[src/rtl/mmio_console_tx.sv]
// Memory-mapped console: TX FIFO feeding an 8N1 UART, a sticky finish latch and a status register.
// Claims every address with bit 31 set; bits [3:2] select TXDATA, STATUS, FINI or reserved.
module mmio_console_tx #(
   parameter int unsigned CLKS_PER_BIT = 100,
   parameter int unsigned FIFO_DEPTH   = 16,
   parameter logic [31:0] FINI_CODE    = 32'h00020000
) (
   input  logic        clk_i,
   input  logic        rst_i,
   input  logic [31:0] dbus_addr_i,
   input  logic        dbus_wvalid_i,
   input  logic [31:0] dbus_wdata_i,
   output logic        dbus_wready_o,
   input  logic        dbus_rvalid_i,
   output logic [31:0] dbus_rdata_o,
   output logic        dbus_rdvalid_o,
   output logic        txd_o,
   output logic        fini_o,
   output logic        fini_err_o
);

   localparam int unsigned AW   = $clog2(FIFO_DEPTH);
   localparam int unsigned CNTW = AW + 1;
   localparam int unsigned CW   = $clog2(CLKS_PER_BIT);
   localparam logic [CW-1:0]   BAUD_LAST = CW'(CLKS_PER_BIT - 1);
   localparam logic [CNTW-1:0] FULL_CNT  = CNTW'(FIFO_DEPTH);

   typedef enum logic [1:0] {IDLE, START, DATA, STOP} state_t;

   state_t          state;
   logic [CW-1:0]   baud;
   logic [2:0]      bit_idx;
   logic [7:0]      shreg;
   logic [7:0]      mem [FIFO_DEPTH];
   logic [AW-1:0]   wr_ptr;
   logic [AW-1:0]   rd_ptr;
   logic [CNTW-1:0] count;
   logic            ovf;

   logic        sel;
   logic [1:0]  off;
   logic        full, empty, tx_busy, baud_end;
   logic        wr_txdata, wr_fini, rd_sel, rd_status, push, pop;
   logic [31:0] status_word;
   logic        unused_addr;

   assign sel         = dbus_addr_i[31];
   assign off         = dbus_addr_i[3:2];
   assign unused_addr = ^{dbus_addr_i[30:4], dbus_addr_i[1:0]};

   assign full      = (count == FULL_CNT);
   assign empty     = (count == '0);
   assign tx_busy   = (state != IDLE);
   assign baud_end  = (baud == BAUD_LAST);

   assign wr_txdata = sel && dbus_wvalid_i && (off == 2'd0);
   assign wr_fini   = sel && dbus_wvalid_i && (off == 2'd2);
   assign rd_sel    = sel && dbus_rvalid_i;
   assign rd_status = rd_sel && (off == 2'd1);
   // Full is judged before this cycle's pop, so a push at full is refused even while draining.
   assign push      = wr_txdata && !full;
   assign pop       = (state == IDLE) && !empty;

   assign status_word = {fini_o, 15'd0, 8'(count), 4'd0, ovf, empty, full, tx_busy};

   always_comb begin
      dbus_wready_o = 1'b0;
      if (sel) dbus_wready_o = (off == 2'd0) ? !full : 1'b1;
   end

   always_ff @(posedge clk_i) begin
      if (push) mem[wr_ptr] <= dbus_wdata_i[7:0];
      if (pop)  shreg       <= mem[rd_ptr];
   end

   always_ff @(posedge clk_i) begin
      if (rst_i) begin
         wr_ptr <= '0;
         rd_ptr <= '0;
         count  <= '0;
      end else begin
         if (push) wr_ptr <= wr_ptr + AW'(1);
         if (pop)  rd_ptr <= rd_ptr + AW'(1);
         case ({push, pop})
            2'b10:   count <= count + CNTW'(1);
            2'b01:   count <= count - CNTW'(1);
            default: ;
         endcase
      end
   end

   // Bus side: reads see pre-write state; an overflow in the same cycle as a STATUS read survives.
   always_ff @(posedge clk_i) begin
      if (rst_i) begin
         dbus_rdvalid_o <= 1'b0;
         dbus_rdata_o   <= '0;
         ovf            <= 1'b0;
         fini_o         <= 1'b0;
         fini_err_o     <= 1'b0;
      end else begin
         dbus_rdvalid_o <= rd_sel;
         if (rd_sel) dbus_rdata_o <= (off == 2'd1) ? status_word : 32'd0;
         if (wr_txdata && full) ovf <= 1'b1;
         else if (rd_status)    ovf <= 1'b0;
         if (wr_fini) begin
            if (dbus_wdata_i == FINI_CODE) fini_o     <= 1'b1;
            else                           fini_err_o <= 1'b1;
         end
      end
   end

   // UART framer: txd_o is registered so each level appears the cycle the state is entered.
   always_ff @(posedge clk_i) begin
      if (rst_i) begin
         state   <= IDLE;
         baud    <= '0;
         bit_idx <= '0;
         txd_o   <= 1'b1;
      end else begin
         baud <= baud_end ? '0 : baud + CW'(1);
         case (state)
            IDLE: begin
               txd_o <= 1'b1;
               baud  <= '0;
               if (!empty) begin
                  state <= START;
                  txd_o <= 1'b0;
               end
            end
            START: if (baud_end) begin
               state   <= DATA;
               bit_idx <= 3'd0;
               txd_o   <= shreg[0];
            end
            DATA: if (baud_end) begin
               bit_idx <= bit_idx + 3'd1;
               if (bit_idx == 3'd7) begin
                  state <= STOP;
                  txd_o <= 1'b1;
               end else begin
                  txd_o <= shreg[bit_idx + 3'd1];
               end
            end
            STOP: if (baud_end) state <= IDLE;
            default: state <= IDLE;
         endcase
      end
   end

endmodule

[config.mk]
export PLATFORM = sky130hd
export DESIGN_NAME = mmio_console_tx
export DESIGN_NICKNAME = d
export VERILOG_FILES = /design/src/rtl/mmio_console_tx.sv
export SDC_FILE = /design/constraint.sdc
export NUM_CORES = 1
export LEC_CHECK = 0
export CAP_MARGIN = 15
export CORE_ASPECT_RATIO = 2
export CORE_MARGIN = 1.5
export CORE_UTILIZATION = 35
export DETAILED_ROUTE_END_ITERATION = 10
export SLEW_MARGIN = 20
export SYNTH_ARGS = -nofsm -noshare
export SYNTH_HDL_FRONTEND = slang
export SYNTH_SLANG_ARGS = --single-unit
[constraint.sdc]
create_clock -name clk_i -period 5.85 [get_ports clk_i]
set_input_delay 0.8775 -clock clk_i [delete_from_list [all_inputs] [get_ports clk_i]]
set_output_delay 0.8775 -clock clk_i [all_outputs]
set_load 0.02 [all_outputs]
== After elaboration in Yosys (flattened, before gate mapping) ==
Memories as Yosys holds them, arrays and structs flattened. A register that Yosys moved wholly into a read port is not among the register bits.
Cells that the tools add are included.
Storage, ports and cells
  register bits: 62
  latch bits: 0
  RAM bits: 128
  bits in read-only memories: 0
  input port bits: 68
  output and inout bits: 37
  logic and storage cells: 85
  memories kept: 1
Cells by class
  add/sub/neg operators: 6
  multiply operators: 0
  div/mod/pow operators: 0
  magnitude comparators: 1
  equal/unequal tests: 16
  shift operators: 0
  muxes and demuxes: 24
  bitwise operators: 1
  reductions and logical operators: 24
Memories
  mem: depth 16, bits a word 8, read ports 1, clocked after Yosys merged registers in 1, write ports 1, line 34  | logic [7:0] mem [FIFO_DEPTH];
Operators by type and width (count)
  32-bit by 18-bit equality test with 1-bit output (second input constant): 1
  32-bit two-way mux: 1
  1-bit two-way mux: 11
  2-bit two-way mux: 5
  2-bit inequality test (second input constant): 5
  5-bit one-hot mux with 2 select lines: 1
  4-bit by 1-bit adder with 4-bit output (second input constant): 2
  2-bit equality test (second input constant): 4
  1-bit logical AND: 8
  2-bit one-hot mux with 4 select lines: 1
  2-bit nonzero test: 4
  7-bit by 1-bit adder with 7-bit output (second input constant): 1
  7-bit equality test (second input constant): 1
  2-bit by 1-bit equality test with 1-bit output (second input constant): 3
  3-bit two-way mux: 2
  3-bit one-hot mux with 2 select lines: 1
  3-bit AND reduction: 2
  5-bit by 1-bit adder with 5-bit output (second input constant): 1
  5-bit equality test (second input constant): 1
  5-bit logical NOT: 1
  5-bit AND reduction: 1
  5-bit by 1-bit subtractor with 5-bit output (second input constant): 1
  2-bit logical NOT: 2
  3-bit by 4-bit less-than comparator with 1-bit output (second input constant): 1
  other kinds (9): 11

== Logic depth before layout (Yosys ltp) ==
  depth in word-level cells: 6
  mapped depth: 13

== Worst setup path before layout ==
OpenSTA, ideal clock, no wires.
  kind: in2reg
  start: in dbus_addr_i[31]
  end: reg count[4]
  library setup time: 121 ps
  arrival time: 3196 ps
  data required time: 5729 ps
  setup slack: 2533 ps
  cell stages on the path: 11
  cell sequence: nand2_1 -> a2111oi_4 -> inv_1 -> ha_1 -> clkbuf_1 -> xor2_1 -> ha_1 -> a21oi_1 -> a32oi_1 -> a21oi_1 -> mux2_2
Between the ends
  cells in the longest elaborated chain, start to end: 5
  elaborated cells on any way between the ends: 7
  those cells by class: eq/ne (2); mux (1); reduce/logical (4)
Ends and longest elaborated chain
  start: declaration: line 10  | input logic [31:0] dbus_addr_i,
  1-bit logical AND (*) (2 in series): line 56  | assign wr_txdata = sel && dbus_wvalid_i && (off == 2'd0);
  1-bit logical AND (*): line 61  | assign push = wr_txdata && !full;
  2-bit by 1-bit equality test with 1-bit output / 2-bit equality test (equally long branches): line 84  | case ({push, pop})
  5-bit one-hot mux with 2 select lines / 2-bit nonzero test (equally long branches)
  end signal: assignment: line 85  | 2'b10: count <= count + CNTW'(1);
  end signal: assignment: line 86  | 2'b01: count <= count - CNTW'(1);
  end: declaration: line 37  | logic [CNTW-1:0] count;
Every way passes the cells marked *; elsewhere a longest branch is shown, timed or not.
A chain may end at the register's enable or synchronous reset.

== Final worst setup path ==
Ends and elaborated chain as after synthesis.

==> results.toml <==
[floorplanning]
start_util_pct = 35.4
fp.dieW_um = 106
rows = 75
dieArea_sq_um = 22000
die_h_um = 208
fp.coreArea_sq_um = 20800
pin_count = 105

[routing]
ant_nets = 0
drtIter0Drc = 264
wire_per_inst_um = 18.5
drc = 0
routed_wl_mm = 14.8
dr.pass1.iters = 4
vias = 3993
vias_per_cell = 4.97

[clocking]
htreeDepth = 4
clock_latency_ps = 430
clockBufferDepth = 2
cts_resized = 0
cts-root-buf = "clkbuf_16"
cts_tree = "built"
post_cts_buffers = 0
cts.clk_slew.worst_paths_ps = 60
cts.sinks = 176
cts_buffers = 17
cts_hold_buf = 0

[run_status]
status = "complete, no violations"

[power_and_ir_drop]
worst_ir_drop_vdd_mv = 0.229
power_leakage_nw = 2.81
p_total_mw = 3.43
cellPowerDensity_nw_per_um2 = 393

[min_path]
hold_start = "fini_err_o"
worstHoldPathCells = 2
hp-class = "register to register"
hold_end = "fini_err_o"

[synthesis]
yosysTopAreaCellShare_pct = 55.4
syn_inst = 465
ys_types = 46
synthFlopType = "edfxtp_1"
ys_ff_latch = 176
synth.top_cells.by_area = "edfxtp_1 (55%), mux4_2 (13%), dfxtp_1 (11%)"
post_synth.cell_area_avg_sq_um = 15.9
seq_area_frac_synth_pct = 66.2
yosysWarnings = 0
synth_edf_count = 136
syn_area_sq_um = 7370
synth_top_area_cell = "edfxtp_1"
async_reset_ff_share_pct = 0

[global_routing]
grt_pass1_wl_mm = 23.1
grt_overflow = 0
track_usage_pct = 14.1
grt_max_degree = 37
antenna_found_initial = 0
grt_pass1_vias = 4200

[finish]
finalNetCount = 605
stdcell_area_sq_um = 8720
area_growth_pct = 18.2
fin_util_pct = 41.8
finalNonFillerCells = 803
diodes = 0
layout.cells.most_common = "edfxtp_1"
drive_gt1_share_pct = 16.7
final_cell_mix = "edfxtp_1 (136), nor2_1 (62), clkdlybuf4s50_1 (53)"

[setup_path]
crit_slowest_cell = "a2111oi_4"
r2r-start = "count[2]"
r2r_end = "count[4]"
cp_top_family = "compound AO/OA/AOI/OAI gates"
worstPathArrival_ps = 3940
rr_worst_depth = 10
critPathMaxStageDelay_ps = 600
crit_fanout = 10
setup.worst_path.class = "primary input to register"
startpoint_type = "primary input"
path_buf_inv = 2
cp_data_required_time_ps = 6170
endpoint_kind = "register"
cp_cell_sequence = "clkdlybuf4s50_1, nand2_1, a2111oi_4, inv_1, ha_1, xor2_1, ha_1, a21oi_1, a32oi_1, a21oi_1, mux2_2"
regToRegSetupSlack_ps = 2640

[timing]
fin_crit_ps = 3620
slew_viol_final = 0
setup_viol = 0
post-route-period-util_pct = 61.9
hold_ws_ps = 455
maxClockFrequency_mhz = 276
finalSetupTns_ps = 0
tightest_slew_ps = 1090
relSlewSlack_pct = 27.2
finalHoldViolations = 0
rsz0062_at_grt = "false"
skew_ps = 6.78
layout_setup_ws_ps = 2230

[place]
gp_congestion = 0.794
dpl-instance-area_sq_um = 8100
dp.cells = 771
dp_hpwl_mm = 10.4
pre_cts_ws_ps = 1770
portBuffers = 53

[run]
cap_violations = 0
-- cells in the mapped netlist (all sizes together) (2+ instances only) --
cell type and count:
edfxtp 136, nor2 62, mux4 41, dfxtp 40
buf 32, ha 16, nand2 15, clkbuf 13
inv 11, xor2 10, a21oi 9, a22oi 9
nor4 9, nor3 6, mux2i 5, xnor2 5
a32oi 4, nand3 4, nand4 4, nor2b 4
o21ai 4, mux2 3, nor3b 3, a2111oi 2
nand2b 2, or3 2
-- routing by layer --
metal	track usage, %	share of wire (%)	vias to the layer above
met2	27.9	60	101
met5	0	0	-
met3	2.85	3.4	18
met4	5.59	2.0	0
met1	13.8	34	2028
li1	-	-	1846
-- worst max-delay path by stage --
stage	end	startpoint	slack, ps	cells past startpoint
2_1_floorplan	count[4]	dbus_addr_i[31]	2530	11
3_3_place_gp	count[4]	dbus_addr_i[31]	1850	11
3_5_place_dp	count[4]	dbus_addr_i[31]	1770	11
4_1_cts	count[4]	dbus_addr_i[31]	2210	11
5_1_grt	count[4]	dbus_addr_i[31]	2050	11
6_report	count[4]	dbus_addr_i[31]	2230	11
-- tightest hold or removal path: stages (launching register included) --
cell     delay (ps)
dfxtp_1         310
inv_1            50
a21oi_1          50
-- state kept, by name, summed over array words and instances (netlist names) --
name	flops
mem	128
dbus_rdata_o	10
shreg	8
baud	7
count	5
rd_ptr	4
wr_ptr	4
bit_idx	3
state	2
dbus_rdvalid_o	1
fini_err_o	1
fini_o	1
ovf	1
txd_o	1
-- logic make-up (layout without fill, tap and decap cells) --
group | count (synthesis) | count (layout) | synth area share, %
flip-flops | 176 | 176 | 66.2
AND/OR/NAND/NOR | 114 | 114 | 7.24
buffers and inverters | 56 | 104 | 4.33
multiplexers | 49 | 49 | 13.7
AO/OA/AOI/OAI | 38 | 38 | 3.99
adder cells (fa/ha/maj) | 16 | 16 | 2.71
XOR/XNOR | 15 | 15 | 1.78
other | 1 | 22 | 0.0509
-- area by class of cell --
cell class              instances  area (sq um)
fillers                      1898         12100
inverters                      11          41.3
flip-flops and latches        176          4890
well taps                     269           337
clock inverters                15           183
repair buffers                 61           591
clock buffers                  17           425
multi-input cells             254          2250
-- power breakdown --
group	switching (mW)	leakage, nW	internal (mW)
clock network	0.489	0.288	0.677
registers	0.0579	1.55	1.43
logic	0.409	0.970	0.367
No activity file was read; power rests on OpenSTA's default activity.
